## config.mk

```make
export PLATFORM = sky130hd
export DESIGN_NAME = shift_sub_divider
export DESIGN_NICKNAME = d
export VERILOG_FILES = /design/src/rtl/shift_sub_divider.sv
export SDC_FILE = /design/constraint.sdc
export NUM_CORES = 1
export LEC_CHECK = 0
export ABC_AREA = 0
export BUFFER_PORTS_ARGS = -buffer_cell sky130_fd_sc_hd__buf_4
export CAP_MARGIN = 10
export CORE_ASPECT_RATIO = 0.7
export CORE_UTILIZATION = 45
export DETAILED_ROUTE_END_ITERATION = 6
export PLACE_DENSITY_LB_ADDON = 0.2
export SLEW_MARGIN = 20
export SYNTH_ARGS = -nofsm -noshare
export SYNTH_HDL_FRONTEND = slang
export SYNTH_SLANG_ARGS = --single-unit
export TNS_END_PERCENT = 1
```

## constraint.sdc

```tcl
create_clock -name i_CLK -period 1.8 [get_ports i_CLK]
set_clock_uncertainty 0.05 [all_clocks]
set_input_delay 0.54 -clock i_CLK [delete_from_list [all_inputs] [get_ports i_CLK]]
set_output_delay 0.54 -clock i_CLK [all_outputs]
set_load 0.03 [all_outputs]
```

## src/rtl/shift_sub_divider.sv

```systemverilog
// Restoring divider: 2N-bit dividend / N-bit divisor -> N-bit quotient and remainder, one trial subtract per clock.
// Latency: N cycles from the accepting edge (1 cycle for overflow or divide-by-zero).
// Backpressure: none; i_START is taken only when idle and is never queued.
module shift_sub_divider #(
    parameter int N = 4
) (
    input  logic             i_CLK,
    input  logic             i_RESET,
    input  logic             i_START,
    input  logic [2*N-1:0]   i_A,
    input  logic [N-1:0]     i_B,
    output logic [N-1:0]     o_Q,
    output logic [N-1:0]     o_R,
    output logic             o_BUSY,
    output logic             o_ERR,
    output logic             o_DONE
);

    localparam int CW = $clog2(N + 1);

    typedef enum logic [1:0] {
        IDLE,
        CALC,
        DONE
    } state_t;

    state_t          state;
    logic [2*N:0]    acc;
    logic [N-1:0]    d;
    logic [CW-1:0]   cnt;

    logic [2*N+1:0]  shifted;
    logic            fits;
    logic [N:0]      trial;
    logic [2*N:0]    acc_nxt;
    logic            start_err;

    // The shift keeps acc[2N] so the compare sees the full partial remainder.
    always_comb begin
        shifted = {acc, 1'b0};
        fits    = shifted[2*N+1:N] >= {2'b00, d};
        trial   = shifted[2*N:N] - {1'b0, d};
        acc_nxt = fits ? {trial, shifted[N-1:1], 1'b1} : shifted[2*N:0];
    end

    // A quotient wider than N bits is exactly the case high half >= divisor.
    assign start_err = (i_B == '0) || (i_A[2*N-1:N] >= i_B);

    always_ff @(posedge i_CLK or posedge i_RESET) begin
        if (i_RESET) begin
            state  <= IDLE;
            acc    <= '0;
            d      <= '0;
            cnt    <= '0;
            o_Q    <= '0;
            o_R    <= '0;
            o_ERR  <= 1'b0;
            o_BUSY <= 1'b0;
            o_DONE <= 1'b0;
        end else begin
            o_DONE <= 1'b0;
            unique case (state)
                IDLE: begin
                    if (i_START) begin
                        acc <= {1'b0, i_A};
                        d   <= i_B;
                        cnt <= '0;
                        if (start_err) begin
                            state <= DONE;
                        end else begin
                            state  <= CALC;
                            o_BUSY <= 1'b1;
                        end
                    end
                end
                CALC: begin
                    acc <= acc_nxt;
                    cnt <= cnt + CW'(1);
                    if (cnt == CW'(N - 1)) begin
                        o_Q    <= acc_nxt[N-1:0];
                        o_R    <= acc_nxt[2*N-1:N];
                        o_ERR  <= 1'b0;
                        o_DONE <= 1'b1;
                        o_BUSY <= 1'b0;
                        state  <= IDLE;
                    end
                end
                DONE: begin
                    // Error result is published one edge after acceptance.
                    o_Q    <= '1;
                    o_R    <= '0;
                    o_ERR  <= 1'b1;
                    o_DONE <= 1'b1;
                    state  <= IDLE;
                end
                default: state <= IDLE;
            endcase
        end
    end

endmodule

```

==> flow_summary.json <==
{
  "row_count": 18,
  "io_buffers": 25,
  "layout.nets": 249,
  "cts.reportedPaths.clkPinSlew_ns": 0.07,
  "initial_core_util_pct": 47.9,
  "place_hpwl_um": 3200,
  "setup_ws_ns": -0.174,
  "synth_flop_cell": "dfrtp_1",
  "routed_wirelength_um": 4150,
  "reg2reg_depth": 8,
  "nFillCells": 310,
  "cts_tree": "done",
  "synth-seq-cells": 29,
  "antenna_found_initial": 0,
  "cp-end-kind": "register",
  "violations": "setup timing",
  "power_mw": 4.08,
  "area_growth_pct": 29.6,
  "die_h_um": 53.6,
  "worst_skew_pair.late_latency_ns": 0.28,
  "cts_buffers": 5,
  "final_cells": 271,
  "hold_viol_final": 0,
  "whs_ns": 0.281,
  "seq_area_sq_um": 726,
  "synth_warnings": 0,
  "hp-class": "input port to asynchronous set/reset pin",
  "dr_total_vias": 1471,
  "max_slew.worst_pin.slew_ns": 0.368,
  "yosysSeqAreaShare_pct": 42.3,
  "synth_fp_nets": 201,
  "period_share_pct": 110,
  "rsz0062_at_grt": "true",
  "cts_buffer_depth": 2,
  "place.gp.congestion": 0.828,
  "async_reset_ff_share_pct": 100,
  "drive_above_1_share_pct": 32.1,
  "reg2reg_from": "acc[3]$_DFFE_PP0P_",
  "synthTopCellsByArea": "dfrtp_1 42%, ha_1 9.5%, nand2_1 4.8%, o22a_1 3.6%, inv_1 3.1%",
  "fin_crit_ns": 1.97,
  "vdd_drop_max_mv": 0.802,
  "p_leak_nw": 1.03,
  "yosys.area.top_type": "dfrtp_1",
  "cp_max_fo": 8,
  "grt-ovfl-total": 0,
  "synthDistinctLibCells": 48,
  "slew_headroom_pct": 75.0,
  "syn_area_sq_mm": 0.00171,
  "dr.pass1.iters": 4,
  "finalSetupViolCount": 11,
  "first_global_vias": 1433,
  "antenna_cells": 0,
  "die_w_um": 75.8,
  "synth_common_cells": "29 x dfrtp_1, 22 x nand2_1, 14 x inv_1",
  "dpl_cell_area_sq_mm": 0.00210,
  "grt_first_pass_wirelength_um": 6830,
  "synth_edf_count": 0,
  "required_ns": 1.92,
  "cts.root.buffer_cell": "clkbuf_8",
  "reg2reg_to": "o_R[0]$_DFFE_PP0P_",
  "ff2ff_setup_slack_ns": -0.17,
  "dp.cells": 261,
  "viasPerCell": 5.43,
  "multiInputGateArea_sq_um": 925,
  "powerDensity_mw_per_mm2": 1840,
  "coreArea_sq_mm": 0.00358,
  "syn_area_per_cell_sq_um": 9.97,
  "crit_type": "register to register",
  "status": "finished, violations left",
  "synth.most_common_cell": "dfrtp_1",
  "wire_per_inst_um": 15.3,
  "stdcell_area_sq_mm": 0.00222,
  "synth_cells": 172,
  "cts_max_level": 2,
  "ios": 26,
  "cts_sinks": 29,
  "startpoint_type": "register",
  "maxCapViolCount": 0,
  "timing.fmax_mhz": 507,
  "holdBufCountCts": 0,
  "ant_nets": 0,
  "die_area_sq_mm": 0.00406,
  "slew_violations": 0,
  "yosys.area.top_type_share_pct": 42.3,
  "crit_arrival_ns": 2.09,
  "drc_errors": 0,
  "grt_start_max_net_pins": 30,
  "post-route-util_pct": 62.0,
  "dr.first_iter.drc_count": 86,
  "grtUsageTotal_pct": 23.4
}
## cells in the final DEF (no fill, tap or decap), drive strengths merged, types with 3 or more instances in the layout
cell / n
buf: 47
dfrtp: 29
nand2: 22
inv: 14
ha: 13
o21ai: 11
nor2: 8
o22a: 7
clkbuf: 5
nand3: 5
mux2i: 5
a21oi: 5
nand4: 4
a22o: 4
o31ai: 4
and2: 4
nand2b: 3
## routing by layer
layer	part of all wire [%]	vias up	track usage (%)
li1	-	714	-
met1	50	712	32.9
met2	45	38	35.4
met3	4.2	7	5.24
met4	0.60	0	8.02
met5	0	-	0
## cell families (layout without fill, tap and decap cells)
group,count (synthesis),after routing,synth area share [%]
buffers and inverters,20,69,5.18
AO/OA/AOI/OAI,48,48,21.9
multiplexers,6,6,3.80
AND/OR/NAND/NOR,53,53,15.1
XOR/XNOR,2,2,1.02
flip-flops,29,29,42.3
adder cells (fa/ha/maj),14,14,10.7
## cell type report
type | count | share of cell area, %
clock buffers | 5 | 3.10
clock inverters | 3 | 0.789
inverters | 14 | 2.37
multi-input cells | 123 | 41.6
flip-flops and latches | 29 | 32.7
well taps | 50 | 2.82
repair buffers | 47 | 16.6
## stage by stage
stage	TNS [ns]	setup WS (ns)
5_1_grt	-2.45	-0.247
3_5_place_dp	-2.26	-0.203
4_1_cts	-2.08	-0.224
6_report	-1.60	-0.174
2_1_floorplan	-0.504	-0.0784
3_3_place_gp	-1.64	-0.169
## how the worst max path moves through the flow
stage / start / endpoint / cells after the start
floorplan: acc[3]$_DFFE_PP0P_ / o_R[0]$_DFFE_PP0P_ / 8
global placement: acc[3]$_DFFE_PP0P_ / o_R[0]$_DFFE_PP0P_ / 8
detailed placement: acc[3]$_DFFE_PP0P_ / o_R[3]$_DFFE_PP0P_ / 9
CTS: acc[3]$_DFFE_PP0P_ / o_R[0]$_DFFE_PP0P_ / 8
global route: acc[3]$_DFFE_PP0P_ / acc[7]$_DFFE_PP0P_ / 9
finish: acc[3]$_DFFE_PP0P_ / o_R[0]$_DFFE_PP0P_ / 8
## registers in the layout, summed over array words and instances, names as in the netlist
name,cells
o_ERR,1
o_R,4
o_BUSY,1
cnt,3
o_DONE,1
o_Q,4
state,2
d,4
acc,9
## power by group
| part | total, mW | leakage, nW | switching, mW | internal (mW) |
|---|---|---|---|---|
| Clock | 0.524 | 0.0439 | 0.258 | 0.266 |
| Combinational | 2.49 | 0.638 | 1.38 | 1.10 |
| Sequential | 1.07 | 0.352 | 0.185 | 0.881 |
| Total | 4.08 | 1.03 | 1.83 | 2.25 |
## worst max-delay path, stage by stage, from the launching register on
cell     delay [ns]
dfrtp_1        0.40
inv_2          0.09
ha_4           0.13
inv_2          0.03
fa_2           0.33
a21o_1         0.20
a21oi_4        0.28
nand3_2        0.12
a32o_1         0.23
## timing repair
action / 4_1_cts / 5_1_grt
endpoints found under the setup margin: 11 / 12
resized for setup: 1 / 5
buffers inserted: 2 / 0
pin swaps: 4 / 5
Note: power is estimated with default switching activity, not from simulation.
